**config.mk**
```make
export PLATFORM = sky130hd
export DESIGN_NAME = move_player_ctrl
export DESIGN_NICKNAME = d
export VERILOG_FILES = /design/src/rtl/move_player_ctrl.sv
export SDC_FILE = /design/constraint.sdc
export NUM_CORES = 1
export LEC_CHECK = 0
export ABC_CLOCK_PERIOD_IN_PS = 5500
export BUFFER_PORTS_ARGS = -buffer_cell sky130_fd_sc_hd__clkbuf_2
export CORE_MARGIN = 2
export CORE_UTILIZATION = 55
export DETAILED_ROUTE_END_ITERATION = 12
export PLACE_DENSITY = 0.76
export SETUP_SLACK_MARGIN = 0.02
export SLEW_MARGIN = 40
export SYNTH_ARGS = -nofsm -noshare
export SYNTH_HDL_FRONTEND = slang
export SYNTH_SLANG_ARGS = --single-unit
```
**constraint.sdc**
```tcl
create_clock -name clk -period 5.5 [get_ports clk]
set_input_delay 0.275 -clock clk [delete_from_list [all_inputs] [get_ports clk]]
set_output_delay 0.275 -clock clk [all_outputs]
set_load 0.1 [all_outputs]
```
**src/rtl/move_player_ctrl.sv**
```systemverilog
// ----------------------------------------------------------------------------
// move_player_ctrl
//   Per-player movement controller. On every frame tick it advances one
//   character's position from the direction keys and the four-sided collision
//   flags. The vertical axis runs a GROUND/RISE/FALL machine with a signed
//   velocity (positive = upward), gravity, a fall-speed cap and variable jump
//   height: releasing the key cuts the jump. Both axes are clamped to the
//   screen.
//
// Ports
//   clk          system clock
//   rst          synchronous active-high reset (wins over tick)
//   tick         one-clk frame strobe; state only changes on ticks
//   key_jump     jump key level
//   key_left     left key level
//   key_right    right key level
//   coll[3:0]    [0] ground below, [1] ceiling above, [2] wall right,
//                [3] wall left
//   x_pos        current x (pixels)
//   y_pos        current y (pixels, grows downward)
//   vy           current signed vertical velocity
//   mstate       0 GROUND, 1 RISE, 2 FALL
//   facing_left  1 = sprite faces left
//   moving       1 = x changed on the last tick
//
// The y arithmetic is done at Y_W+2 signed bits and assumes Y_W+2 > V_W.
// ----------------------------------------------------------------------------
module move_player_ctrl #(
    parameter int X_W      = 10,
    parameter int Y_W      = 9,
    parameter int V_W      = 9,
    parameter int H_SPEED  = 1,
    parameter int JUMP_V   = 14,
    parameter int GRAVITY  = 1,
    parameter int MAX_FALL = 14,
    parameter int X_MIN    = 0,
    parameter int X_MAX    = 623,
    parameter int Y_MAX    = 463,
    parameter int X_INIT   = 32,
    parameter int Y_INIT   = 400
) (
    input  logic                  clk,
    input  logic                  rst,
    input  logic                  tick,
    input  logic                  key_jump,
    input  logic                  key_left,
    input  logic                  key_right,
    input  logic [3:0]            coll,
    output logic [X_W-1:0]        x_pos,
    output logic [Y_W-1:0]        y_pos,
    output logic signed [V_W-1:0] vy,
    output logic [1:0]            mstate,
    output logic                  facing_left,
    output logic                  moving
);

    localparam logic [1:0] ST_GROUND = 2'd0;
    localparam logic [1:0] ST_RISE   = 2'd1;
    localparam logic [1:0] ST_FALL   = 2'd2;

    localparam int YS_W = Y_W + 2;

    localparam logic [X_W:0]          H_EXT    = (X_W+1)'(H_SPEED);
    localparam logic [X_W:0]          XMIN_EXT = (X_W+1)'(X_MIN);
    localparam logic [X_W:0]          XMAX_EXT = (X_W+1)'(X_MAX);
    localparam logic signed [V_W:0]   GRAV_S   = (V_W+1)'(GRAVITY);
    localparam logic signed [V_W:0]   NEG_MAX  = (V_W+1)'(-MAX_FALL);
    localparam logic signed [YS_W-1:0] YMAX_S  = YS_W'(Y_MAX);

    logic [X_W-1:0]        x_q, x_d;
    logic [Y_W-1:0]        y_q, y_d;
    logic signed [V_W-1:0] vy_q, vy_d;
    logic [1:0]            st_q, st_d;
    logic                  face_q, face_d;
    logic                  mov_q, mov_d;
    logic                  armed_q, armed_d;

    logic [X_W:0]          x_ext, x_sub, x_add;
    logic signed [V_W:0]   vy_dec;
    logic signed [YS_W-1:0] y_next;
    logic                  y_move;

    assign x_ext  = {1'b0, x_q};
    assign x_sub  = x_ext - H_EXT;
    assign x_add  = x_ext + H_EXT;
    // Widened by one bit so the gravity step can never wrap the velocity.
    assign vy_dec = {vy_q[V_W-1], vy_q} - GRAV_S;
    // Uses the pre-tick velocity; positive velocity moves the sprite up.
    assign y_next = $signed({2'b00, y_q}) - $signed({{(YS_W-V_W){vy_q[V_W-1]}}, vy_q});

    always_comb begin
        // NOTE: every target gets a default first so no path infers a latch.
        x_d     = x_q;
        face_d  = face_q;
        y_d     = y_q;
        vy_d    = vy_q;
        st_d    = st_q;
        armed_d = armed_q | ~key_jump;
        y_move  = 1'b0;

        // Horizontal: exactly one key moves; a wall on that side blocks it.
        if (key_left && !key_right) begin
            face_d = 1'b1;
            if (!coll[3]) begin
                // x_sub MSB set means the subtraction went below zero.
                if (x_sub[X_W] || x_sub < XMIN_EXT) x_d = XMIN_EXT[X_W-1:0];
                else                                x_d = x_sub[X_W-1:0];
            end
        end else if (key_right && !key_left) begin
            face_d = 1'b0;
            if (!coll[2]) begin
                if (x_add > XMAX_EXT) x_d = XMAX_EXT[X_W-1:0];
                else                  x_d = x_add[X_W-1:0];
            end
        end
        mov_d = (x_d != x_q);

        case (st_q)
            ST_GROUND: begin
                // Velocity is loaded now; y starts moving on the next tick.
                if (key_jump && armed_q) begin
                    vy_d    = V_W'(JUMP_V);
                    st_d    = ST_RISE;
                    armed_d = 1'b0;
                end else begin
                    vy_d = '0;
                    st_d = coll[0] ? ST_GROUND : ST_FALL;
                end
            end
            ST_RISE: begin
                y_move = 1'b1;
                if (coll[1] || !key_jump || vy_dec <= 0) begin
                    vy_d = '0;
                    st_d = ST_FALL;
                end else begin
                    vy_d = vy_dec[V_W-1:0];
                end
            end
            ST_FALL: begin
                if (coll[0]) begin
                    vy_d = '0;
                    st_d = ST_GROUND;
                end else begin
                    y_move = 1'b1;
                    if (vy_dec < NEG_MAX) vy_d = NEG_MAX[V_W-1:0];
                    else                  vy_d = vy_dec[V_W-1:0];
                end
            end
            default: begin
                // Unused encoding: recover to a safe falling state.
                vy_d = '0;
                st_d = ST_FALL;
            end
        endcase

        // Screen clamps override whatever the state machine chose.
        if (y_move) begin
            if (y_next < 0) begin
                y_d  = '0;
                vy_d = '0;
                st_d = ST_FALL;
            end else if (y_next > YMAX_S) begin
                y_d  = YMAX_S[Y_W-1:0];
                vy_d = '0;
                st_d = ST_GROUND;
            end else begin
                y_d = y_next[Y_W-1:0];
            end
        end
    end

    always_ff @(posedge clk) begin
        // NOTE: state registers use non-blocking assignment so every flop samples pre-edge values.
        if (rst) begin
            x_q     <= X_W'(X_INIT);
            y_q     <= Y_W'(Y_INIT);
            vy_q    <= '0;
            st_q    <= ST_FALL;
            face_q  <= 1'b0;
            mov_q   <= 1'b0;
            armed_q <= 1'b0;
        end else if (tick) begin
            x_q     <= x_d;
            y_q     <= y_d;
            vy_q    <= vy_d;
            st_q    <= st_d;
            face_q  <= face_d;
            mov_q   <= mov_d;
            armed_q <= armed_d;
        end
    end

    assign x_pos       = x_q;
    assign y_pos       = y_q;
    assign vy          = vy_q;
    assign mstate      = st_q;
    assign facing_left = face_q;
    assign moving      = mov_q;

endmodule
```
After elaboration in Yosys (flattened, before gate mapping)
Index checks and enable logic that the tools add are counted.
{"block": "word_totals", "ff_bits": 33, "out_inout_bits": 32, "wordCells": 65}
{"block": "op_classes", "add_sub_neg": 4, "order_cmp": 6, "eq_ne": 3, "muxes": 30, "n_bitwise": 2, "reduce_logical": 13}
{"operator": "two-way mux 9 bit", "n": 8}
{"operator": "two-way mux 10 bit", "n": 6}
{"operator": "case mux 9 bit (3 select lines)", "n": 1}
{"operator": "greater-than comparator 11 x 10 -> 1 bit, second input constant", "n": 2}
{"operator": "< comparator 11 x 1 -> 1 bit, second input constant", "n": 2}
{"operator": "two-way mux 2 bit", "n": 7}
{"operator": "adder 10 x 1 -> 11 bit, second input constant", "n": 1}
{"operator": "subtractor 10 x 1 -> 11 bit, second input constant", "n": 1}
{"operator": "subtractor 10 x 9 -> 11 bit", "n": 1}
{"operator": "less-or-equal comparator 10 x 1 -> 1 bit, second input constant", "n": 1}
{"operator": "< comparator 10 x 5 -> 1 bit, second input constant", "n": 1}
{"operator": "inequality test 10 bit", "n": 1}
{"operator": "subtractor 9 x 2 -> 10 bit, second input constant", "n": 1}
{"operator": "case mux 2 bit (3 select lines)", "n": 1}
{"operator": "two-way mux 1 bit", "n": 5}
{"operator": "two-way mux 4 bit", "n": 1}
{"operator": "AND reduction 2 bit", "n": 2}
{"operator": "logical AND 1 bit", "n": 3}
{"operator": "zero test 1 bit", "n": 3}
{"operator": "logical OR 1 bit", "n": 3}
{"operator": "equality test 2 x 1 -> 1 bit, second input constant", "n": 1}
{"operator": "equality test 2 bit, second input constant", "n": 1}
{"operator": "zero test 2 bit", "n": 1}
{"operator": "case mux 1 bit (2 select lines)", "n": 1}
{"operator": "other kinds (3)", "n": 3}

Longest topological paths before layout
Gate-level depths: netlist of run 1.
{"block": "logic_depth", "depth_word": 8, "ltp_mapped": 13, "depth_no_buf": 12}

Worst setup path after synthesis of run 1
OpenSTA, ideal clock, no wires.
{"block": "synth_path", "path_type": "register -> register", "start": "reg vy_q[0] (netlist: vy[0])", "end": "reg vy_q[6] (netlist: vy[6])", "setup_time_ps": 79, "t_arrival_ps": 3551, "path_slack_ps": 1870, "path_stages_with_launch": 13, "period_less_slack_ps": 3630, "cell_sequence": "dfxtp_1 -> ha_1 -> inv_1 -> fa_1 -> a211oi_2 -> o21ai_1 -> a21o_1 -> a21oi_2 -> xnor2_2 -> a31oi_2 -> buf_4 -> o41a_1 -> o22ai_1"}
{"block": "synth_via", "elab_chain_cells": 8, "word_cells_on_any_way": 14, "cone_classes": "add/sub: 2; order compare: 4; mux: 7; reduce/logical: 1"}
{"element": "start: declaration", "line": "72", "rtl": "logic signed [V_W-1:0] vy_q, vy_d;"}
{"element": "start signal: assignment", "line": "185", "rtl": "vy_q <= vy_d;"}
{"element": "subtractor 9 x 2 -> 10 bit", "line": "87", "rtl": "assign vy_dec = {vy_q[V_W-1], vy_q} - GRAV_S;"}
{"element": "< comparator 10 x 5 -> 1 bit / less-or-equal comparator 10 x 1 -> 1 bit (equally long branches)", "line": "145, 132"}
{"element": "two-way mux 9 bit / logical OR 1 bit (equally long branches)", "line": "145, 132"}
{"element": "two-way mux 9 bit, on equally long branches", "line": "140, 132"}
{"element": "case mux 9 bit (3 select lines)", "line": "118", "rtl": "case (st_q)"}
{"element": "two-way mux 9 bit", "line": "162", "rtl": "end else if (y_next > YMAX_S) begin"}
{"element": "two-way mux 9 bit", "line": "158", "rtl": "if (y_next < 0) begin"}
{"element": "two-way mux 9 bit *", "line": "157", "rtl": "if (y_move) begin"}
Mark *: on every way between the ends. The rest lies on a longest branch, timed or not.
A chain may end at the register's enable or synchronous reset.

Worst setup path after layout of run 1
{"block": "layout_path", "start": "reg vy_q[0] (netlist: vy[0])", "end": "reg vy_q[8] (netlist: vy[8])"}
Same word-level chain as after synthesis.

==> results of run 1 <==
==> metal layers <==
metal / up-vias / part of all wire, %
met4: 0 / 1.2
met3: 20 / 6.3
met5: - / 0
met1: 1639 / 49
met2: 153 / 43
li1: 1746 / -
==> how the worst min path moves through the flow <==
stage	from	endpoint	slack, ns	depth (start not counted)
after floorplan	armed_q	armed_q	0.45	2
after global placement	y_pos[5]	y_pos[5]	0.46	2
after detailed placement	y_pos[5]	y_pos[5]	0.47	2
after CTS	key_jump	armed_q	0.33	4
after global routing	key_jump	armed_q	0.36	4
final	key_jump	armed_q	0.33	4
==> synthesized netlist by cell type (4+ instances only) <==
cell,number
sky130_fd_sc_hd__o31ai_1,4
sky130_fd_sc_hd__nor4_1,7
sky130_fd_sc_hd__nor3_1,8
sky130_fd_sc_hd__nand2_1,43
sky130_fd_sc_hd__nor2_1,44
sky130_fd_sc_hd__nand2b_1,7
sky130_fd_sc_hd__a21oi_1,40
sky130_fd_sc_hd__o22ai_1,7
sky130_fd_sc_hd__o21ai_1,10
sky130_fd_sc_hd__nor2b_1,8
sky130_fd_sc_hd__nor3b_1,4
sky130_fd_sc_hd__inv_1,29
sky130_fd_sc_hd__dfxtp_1,33
sky130_fd_sc_hd__or4_1,4
sky130_fd_sc_hd__buf_2,6
sky130_fd_sc_hd__o21ai_0,27
sky130_fd_sc_hd__or3_1,7
sky130_fd_sc_hd__clkbuf_1,20
sky130_fd_sc_hd__a211oi_1,6
sky130_fd_sc_hd__o21a_1,10
sky130_fd_sc_hd__a31oi_1,9
sky130_fd_sc_hd__ha_1,21
sky130_fd_sc_hd__nand3_1,12
sky130_fd_sc_hd__a22oi_1,4
sky130_fd_sc_hd__o211ai_1,5
sky130_fd_sc_hd__nand4_1,7
==> stage by stage <==
stage	total power, W	utilization (%)	instances
2_1_floorplan	0.00158	-	458
5_1_grt	0.00221	60.8	553
4_1_cts	0.00203	60.8	553
3_3_place_gp	0.00184	59.4	545
3_5_place_dp	0.00185	59.4	545
6_report	0.00206	60.8	553
==> state kept, by name, summed over array words and instances (netlist names) <==
signal and flops:
moving 1, y_pos 9, vy 9, x_pos 10, armed_q 1, mstate 2, facing_left 1
==> worst max-delay path: stages (launching register included) <==
cell and delay, ns:
sky130_fd_sc_hd__dfxtp_1 0.49, sky130_fd_sc_hd__ha_1 0.23, sky130_fd_sc_hd__inv_1 0.06, sky130_fd_sc_hd__fa_1 0.43, sky130_fd_sc_hd__a211oi_2 0.33, sky130_fd_sc_hd__o21ai_0 0.18, sky130_fd_sc_hd__a221oi_1 0.34, sky130_fd_sc_hd__nand4_1 0.24
sky130_fd_sc_hd__a31oi_2 0.58, sky130_fd_sc_hd__nor4_1 0.13, sky130_fd_sc_hd__a211o_1 0.29
==> report_power, final <==
group | internal (W) | leakage [nW] | total, W | switching [W]
sequential | 0.000286 | 0.269 | 0.000372 | 0.0000855
combinational | 0.000462 | 1.03 | 0.00151 | 0.00105
clock | 0.0000877 | 0.0450 | 0.000179 | 0.0000908
total | 0.000836 | 1.34 | 0.00206 | 0.00122
==> cell type report <==
cell class	instances	area, um^2	area share, %
repair buffers	41	205	5.77
inverters	29	109	3.06
flip-flops and latches	33	661	18.6
clock inverters	2	10.0	0.281
well taps	75	93.8	2.64
multi-input cells	367	2410	67.7
clock buffers	6	72.6	2.04
==> kinds of logic (layout without fill, tap and decap cells) <==
| group | Yosys count | in the layout | synth area share (%) |
|---|---|---|---|
| muxes | 2 | 2 | 0.607 |
| DFF | 33 | 33 | 20.0 |
| xor gates and xnor gates | 8 | 8 | 2.58 |
| buffers and inverters | 58 | 78 | 6.95 |
| and+or+nand+nor | 171 | 171 | 27.1 |
| adders and majority gates | 22 | 22 | 8.58 |
| AOI/OAI and AO/OA | 164 | 164 | 34.1 |
==> impl_metrics.prom, run 1 <==
# TYPE chip_impl_metric gauge
chip_impl_metric{name="die_area",unit="um^2"} 6630
chip_impl_metric{name="post_route_cells_drive_above_1_share",unit="%"} 14.0
chip_impl_metric{name="fillerInstances",unit=""} 540
chip_impl_metric{name="remaining_drc_errors",unit=""} 0
chip_impl_metric{name="dr.pass1.iters",unit=""} 5
chip_impl_metric{name="asyncSetResetFlopFracSynth",unit="%"} 0
chip_impl_metric{name="routedWlPerCell",unit="um"} 16.2
chip_impl_metric{name="path_max_fanout",unit=""} 13
chip_impl_info{name="result_of_the_run",value="finished clean"} 1
chip_impl_metric{name="diodes",unit=""} 0
chip_impl_metric{name="antenna_found_initial",unit=""} 0
chip_impl_metric{name="globalRoute.totalOverflow",unit=""} 0
chip_impl_metric{name="static-leakage-power",unit="nW"} 1.34
chip_impl_metric{name="post_synth.cell_area_avg",unit="um^2"} 7.20
chip_impl_metric{name="cts.repair_timing.setup_buffer_count",unit=""} 0
chip_impl_metric{name="synth.net_count",unit=""} 490
chip_impl_metric{name="place_worst_setup_slack",unit="ns"} 2.17
chip_impl_metric{name="grt_pass1_vias",unit=""} 2826
chip_impl_metric{name="worstRegToRegCells",unit=""} 10
chip_impl_metric{name="grt_met2_usage",unit="%"} 37.9
chip_impl_metric{name="initial_utilization",unit="%"} 56.3
chip_impl_info{name="grt-busiest-layer",value="met1"} 1
chip_impl_info{name="worst-setup-path-type",value="reg2reg"} 1
chip_impl_metric{name="final-max-slew-violation-count",unit=""} 0
chip_impl_metric{name="grt_max_degree",unit=""} 38
chip_impl_metric{name="worst-slew-pin-transition",unit="ns"} 0.768
chip_impl_metric{name="gr-usage-met3",unit="%"} 3.08
chip_impl_info{name="worst_hold_path_type",value="in2reg"} 1
chip_impl_metric{name="drv_cap",unit=""} 0
chip_impl_metric{name="synth_edf_count",unit=""} 0
chip_impl_metric{name="dr_total_vias",unit=""} 3558
chip_impl_metric{name="fmax",unit="MHz"} 294
chip_impl_metric{name="clk_pin_slew",unit="ns"} 0.07
chip_impl_info{name="yosys_most_used_dff",value="sky130_fd_sc_hd__dfxtp_1"} 1
chip_impl_metric{name="ctsResizeCount",unit=""} 0
chip_impl_metric{name="die_width",unit="um"} 81.4
chip_impl_metric{name="post_cts_hold_buffer_count",unit=""} 0
chip_impl_info{name="layout.cells.most_common_list",value="sky130_fd_sc_hd__nor2_1, sky130_fd_sc_hd__nand2_1, sky130_fd_sc_hd__clkbuf_2"} 1
chip_impl_info{name="post-synth-top-area-cell",value="sky130_fd_sc_hd__dfxtp_1"} 1
chip_impl_metric{name="layout_worst_path_cycle_share",unit="%"} 61.9
chip_impl_metric{name="boundaryPins",unit=""} 42
chip_impl_metric{name="setup-tns-final",unit="ns"} 0
chip_impl_metric{name="rows",unit=""} 28
chip_impl_metric{name="share_of_the_yosys_chip_area_belonging_to_registers",unit="%"} 20.0
chip_impl_metric{name="hold-worst-slack",unit="ns"} 0.334
chip_impl_metric{name="netlist_area",unit="um^2"} 3300
chip_impl_metric{name="cp_data_required_time",unit="ns"} 5.68
chip_impl_metric{name="dpl.hpwl",unit="mm"} 6.51
chip_impl_metric{name="areaGrowthSynthToFinish",unit="%"} 7.97
chip_impl_metric{name="met1_usage",unit="%"} 41.4
chip_impl_info{name="layout.cells.most_common",value="sky130_fd_sc_hd__nor2_1"} 1
chip_impl_metric{name="post_drt_via_cell_ratio",unit=""} 6.43
chip_impl_metric{name="htree_num_levels",unit=""} 2
chip_impl_metric{name="power.ir.vdd_worst",unit="mV"} 0.430
chip_impl_metric{name="clock-skew-final",unit="ns"} 0.00585
chip_impl_metric{name="routed_wl",unit="mm"} 8.96
chip_impl_info{name="grt_setup_unrepaired",value="no"} 1
chip_impl_metric{name="detail-route-antenna-nets",unit=""} 0
chip_impl_metric{name="ys.warnings.count",unit=""} 0
chip_impl_info{name="timing.rr.end",value="vy[8]"} 1
chip_impl_metric{name="drt_iter0_drc",unit=""} 454
chip_impl_info{name="timing.critical_path.from",value="vy[0]"} 1
chip_impl_metric{name="critPathArrivalTime",unit="ns"} 3.59
chip_impl_metric{name="reg2reg_slack",unit="ns"} 2.09
chip_impl_metric{name="core_region_area",unit="um^2"} 5850
chip_impl_metric{name="routabilityCongestion",unit=""} 1.03
chip_impl_metric{name="buffer_depth_of_the_longest_clock_path",unit=""} 2
chip_impl_metric{name="setup_viol_count_final",unit=""} 0
chip_impl_metric{name="power_density",unit="nW/um^2"} 579
chip_impl_metric{name="timing.final.crit_period",unit="ns"} 3.41
chip_impl_metric{name="clock_sink_count",unit=""} 33
chip_impl_info{name="cts-root-buf",value="sky130_fd_sc_hd__clkbuf_8"} 1
chip_impl_metric{name="post-synth-top-area-fraction",unit="%"} 20.0
chip_impl_info{name="timing.rr.start",value="vy[0]"} 1
chip_impl_metric{name="post-route-cell-area",unit="um^2"} 3560
chip_impl_metric{name="globalRouteTotalUtil",unit="%"} 26.3
chip_impl_metric{name="cts-buffers-inserted",unit=""} 5
chip_impl_metric{name="detailed_place.area",unit="um^2"} 3470
chip_impl_metric{name="first_pass_grt_wire_length",unit="mm"} 14.0
chip_impl_metric{name="fp.dieH",unit="um"} 81.4
chip_impl_metric{name="finalHoldViolations",unit=""} 0
chip_impl_metric{name="clk_latency",unit="ns"} 0.28
chip_impl_metric{name="ys_ff_latch",unit=""} 33
chip_impl_metric{name="final_nets",unit=""} 509
chip_impl_info{name="tritoncts",value="done"} 1
chip_impl_metric{name="post_synthesis_cells",unit=""} 458
chip_impl_info{name="synthTopCellsByArea",value="sky130_fd_sc_hd__dfxtp_1, sky130_fd_sc_hd__ha_1, sky130_fd_sc_hd__a21oi_1, sky130_fd_sc_hd__nor2_1, sky130_fd_sc_hd__nand2_1"} 1
chip_impl_metric{name="netlist-cell-type-count",unit=""} 81
chip_impl_info{name="timing.critical_path.to",value="vy[8]"} 1
chip_impl_metric{name="buffers_added_on_ports",unit=""} 41
chip_impl_metric{name="slew-limit-headroom",unit="%"} 48.8
chip_impl_metric{name="final_critical_path_setup_slack",unit="ns"} 2.09
chip_impl_info{name="end_kind",value="flip-flop"} 1
chip_impl_info{name="critical_path.startpoint_type",value="flip-flop"} 1
(Power assumes the default switching activity.)
==> run 2: changes to the inputs <==
--- a/config.mk
+++ b/config.mk
@@ -5,12 +5,12 @@
 export SDC_FILE = /design/constraint.sdc
 export NUM_CORES = 1
 export LEC_CHECK = 0
-export ABC_CLOCK_PERIOD_IN_PS = 5500
+export ABC_CLOCK_PERIOD_IN_PS = 2800
 export BUFFER_PORTS_ARGS = -buffer_cell sky130_fd_sc_hd__clkbuf_2
 export CORE_MARGIN = 2
-export CORE_UTILIZATION = 55
+export CORE_UTILIZATION = 54
 export DETAILED_ROUTE_END_ITERATION = 12
-export PLACE_DENSITY = 0.76
+export PLACE_DENSITY = 0.78
 export SETUP_SLACK_MARGIN = 0.02
 export SLEW_MARGIN = 40
 export SYNTH_ARGS = -nofsm -noshare
==> constraint.sdc (replaced) <==
create_clock -name clk -period 2.8 [get_ports clk]
set_input_delay 0.14 -clock clk [delete_from_list [all_inputs] [get_ports clk]]
set_output_delay 0.14 -clock clk [all_outputs]
set_load 0.1 [all_outputs]
==> run 2 against run 1 <==
  * Flip-flop and latch count did not move
  * Worst setup slack got worse by 2.1 ns
  * Cell area rose by 17%
  * Fmax rose by 22%
  * Critical path type unchanged
  * Critical endpoint is now y_pos[5]
==> impl_metrics.prom, run 2 (synthesis gave the netlist of run 1 again) <==
# TYPE chip_impl_metric gauge
chip_impl_metric{name="cp_slowest_stage_delay",unit="ns"} 0.48
chip_impl_metric{name="cp_data_required_time",unit="ns"} 3.01
chip_impl_metric{name="worst-slew-pin-transition",unit="ns"} 0.682
chip_impl_info{name="critical_path.startpoint_type",value="flip-flop"} 1
chip_impl_info{name="worst_hold_path_type",value="in2reg"} 1
chip_impl_metric{name="p_sw",unit="W"} 0.00268
chip_impl_metric{name="power.ir.vdd_worst",unit="mV"} 1.23
chip_impl_metric{name="clkPwrFrac",unit="%"} 8.3
chip_impl_metric{name="path_max_fanout",unit=""} 4
chip_impl_metric{name="htree_num_levels",unit=""} 2
chip_impl_metric{name="areaGrowthSynthToFinish",unit="%"} 26.2
chip_impl_metric{name="critical_path_buf_inv_count",unit=""} 4
chip_impl_metric{name="dp.cells",unit=""} 588
chip_impl_metric{name="comb_power_share",unit="%"} 77.6
chip_impl_metric{name="core_region_area",unit="um^2"} 5920
chip_impl_info{name="path_delay_family",value="compound AO/OA/AOI/OAI gates"} 1
chip_impl_metric{name="cts-buffers-inserted",unit=""} 5
chip_impl_info{name="tritoncts",value="done"} 1
chip_impl_info{name="cp_slowest_cell",value="sky130_fd_sc_hd__or4_4"} 1
chip_impl_info{name="worst-setup-path-type",value="reg2reg"} 1
chip_impl_metric{name="static-leakage-power",unit="nW"} 1.64
chip_impl_metric{name="final_critical_path_setup_slack",unit="ns"} 0.00395
chip_impl_metric{name="post_drt_via_cell_ratio",unit=""} 6.29
chip_impl_metric{name="routabilityCongestion",unit=""} 0.977
chip_impl_metric{name="die_width",unit="um"} 82.1
chip_impl_metric{name="max_ffs_per_register",unit=""} 10
chip_impl_metric{name="drv_cap",unit=""} 0
chip_impl_info{name="timing.rr.start",value="y_pos[0]"} 1
chip_impl_metric{name="stdcell_count",unit=""} 601
chip_impl_metric{name="critPathArrivalTime",unit="ns"} 3.01
chip_impl_metric{name="post_cts_hold_buffer_count",unit=""} 0
chip_impl_metric{name="fillerInstances",unit=""} 483
chip_impl_metric{name="buffers_added_on_ports",unit=""} 41
chip_impl_metric{name="power_density",unit="nW/um^2"} 1210
chip_impl_metric{name="layout_worst_path_cycle_share",unit="%"} 99.9
chip_impl_metric{name="timing.final.crit_period",unit="ns"} 2.80
chip_impl_metric{name="routed_wl",unit="mm"} 9.96
chip_impl_metric{name="dr_total_vias",unit=""} 3778
chip_impl_metric{name="place_worst_setup_slack",unit="ns"} -0.0327
chip_impl_metric{name="finalHoldViolations",unit=""} 0
chip_impl_info{name="result_of_the_run",value="finished clean"} 1
chip_impl_metric{name="drt_iter0_drc",unit=""} 400
chip_impl_metric{name="clk_pin_slew",unit="ns"} 0.07
chip_impl_metric{name="slew-limit-headroom",unit="%"} 54.5
chip_impl_metric{name="p_int",unit="W"} 0.00237
chip_impl_metric{name="buffer_depth_of_the_longest_clock_path",unit=""} 2
chip_impl_metric{name="grt_pass1_vias",unit=""} 3267
chip_impl_metric{name="final_nets",unit=""} 557
chip_impl_info{name="end_kind",value="flip-flop"} 1
chip_impl_metric{name="worstRegToRegCells",unit=""} 13
chip_impl_metric{name="totalPowerFinal",unit="W"} 0.00505
chip_impl_metric{name="rows",unit=""} 28
chip_impl_metric{name="clock-skew-final",unit="ns"} 0.00765
chip_impl_metric{name="dpl.hpwl",unit="mm"} 7.25
chip_impl_metric{name="diodes",unit=""} 0
chip_impl_metric{name="reg2reg_slack",unit="ns"} 0.004
chip_impl_metric{name="boundaryPins",unit=""} 42
chip_impl_info{name="hold_path_startpoint",value="key_jump"} 1
chip_impl_info{name="cp_cell_sequence",value="inv_4 -> ha_4 -> inv_2 -> fa_2 -> a211oi_4 -> o21ai_1 -> a21o_1 -> a21oi_2 -> xnor2_2 -> buf_6 -> inv_2 -> or4_4 -> a21oi_2"} 1
chip_impl_info{name="timing.rr.end",value="y_pos[5]"} 1
chip_impl_metric{name="detail-route-antenna-nets",unit=""} 0
chip_impl_metric{name="remaining_drc_errors",unit=""} 0
chip_impl_metric{name="clock_sink_count",unit=""} 33
chip_impl_metric{name="final-max-slew-violation-count",unit=""} 0
chip_impl_metric{name="setup_viol_count_final",unit=""} 0
chip_impl_metric{name="first_pass_grt_wire_length",unit="mm"} 15.8
chip_impl_metric{name="hold_path_depth",unit=""} 4
chip_impl_metric{name="sequentialPowerShare",unit="%"} 14.1
chip_impl_metric{name="clk_latency",unit="ns"} 0.30
chip_impl_metric{name="routedWlPerCell",unit="um"} 16.6
chip_impl_info{name="cts-root-buf",value="sky130_fd_sc_hd__clkbuf_8"} 1
chip_impl_metric{name="multiInputGateArea",unit="um^2"} 2530
chip_impl_metric{name="die_area",unit="um^2"} 6740
chip_impl_metric{name="layout.area.seq",unit="um^2"} 711
chip_impl_metric{name="initial_utilization",unit="%"} 55.7
chip_impl_metric{name="post_route_cells_drive_above_1_share",unit="%"} 30.4
chip_impl_info{name="grt_setup_unrepaired",value="yes"} 1
chip_impl_info{name="hold_path_end",value="armed_q"} 1
chip_impl_metric{name="dr.pass1.iters",unit=""} 5
chip_impl_metric{name="globalRouteTotalUtil",unit="%"} 29.9
chip_impl_metric{name="fp.dieH",unit="um"} 82.1
chip_impl_metric{name="grt_max_degree",unit=""} 38
chip_impl_metric{name="fmax",unit="MHz"} 358
chip_impl_info{name="layout.cells.most_common_list",value="sky130_fd_sc_hd__nor2_1, sky130_fd_sc_hd__buf_4, sky130_fd_sc_hd__nand2_1"} 1
chip_impl_metric{name="setup-tns-final",unit="ns"} 0
chip_impl_metric{name="switching_share",unit="%"} 53.1
chip_impl_metric{name="globalRoute.totalOverflow",unit=""} 0
chip_impl_metric{name="antenna_found_initial",unit=""} 0
==> run 2: cell types whose count changed in the layout (fill, tap and decap cells not counted), sizes merged <==
cell,delta
clkinv,-1
clkbuf,+1
buf,+48
==> run 2: area by class of cell <==
type | count | area share [%]
multi-input combinational | 367 | 60.9
clock inverter | 1 | 0.120
tap | 75 | 2.26
inverter | 29 | 2.68
sequential | 33 | 17.1
timing repair buffer | 89 | 14.7
clock buffer | 7 | 2.35
==> run 2: layer usage <==
metal  track usage (%)  routed length [um]  part of all wire [%]
met5                 0                   0                     0
met4              8.50                 142                   1.4
met3              4.46                 649                   6.5
met2              44.1                4400                    44
met1              44.9                4770                    48
==> run 2: how the worst max path moves through the flow <==
| stage | slack (ns) | endpoint | depth (start not counted) | start |
|---|---|---|---|---|
| floorplan | -0.13 | vy[0] | 12 | vy[0] |
| global route | -0.13 | vy[8] | 13 | y_pos[0] |
| global placement | 0.03 | vy[5] | 13 | y_pos[0] |
| detailed placement | -0.03 | vy[5] | 13 | y_pos[0] |
| CTS | 0.01 | y_pos[5] | 13 | y_pos[0] |
| finish | 0.004 | y_pos[5] | 13 | y_pos[0] |
==> run 2: tightest hold or removal path: stages <==
cell and delay (ns):
sky130_fd_sc_hd__clkbuf_2 0.12, sky130_fd_sc_hd__nor2b_1 0.05, sky130_fd_sc_hd__a21oi_1 0.11, sky130_fd_sc_hd__nor2_1 0.05
==> run 2: repair_timing <==
action | 4_1_cts | 5_1_grt
setup buffers | 3 | 2
setup endpoints to repair | 10 | 18
resized for setup | 6 | 20
pin swaps | 4 | 1
gates cloned | 0 | 0
==> run 2: power groups by stage <==
stage / registers, W / clock network [W] / logic [W]
2_1_floorplan: 0.00136 / 0 / 0.00181
3_3_place_gp: 0.000714 / 0 / 0.00339
3_5_place_dp: 0.000718 / 0 / 0.00341
4_1_cts: 0.000708 / 0.000427 / 0.00360
5_1_grt: 0.000728 / 0.000442 / 0.00422
6_report: 0.000713 / 0.000418 / 0.00392
==> run 2: through the flow <==
stage	hold WS, ns	util (%)	instance area (um^2)
floorplan	0.353	-	3380
global placement	0.450	65.7	3890
detailed placement	0.462	65.7	3890
CTS	0.212	68.1	4030
global route	0.232	70.2	4160
finish	0.227	70.2	4160
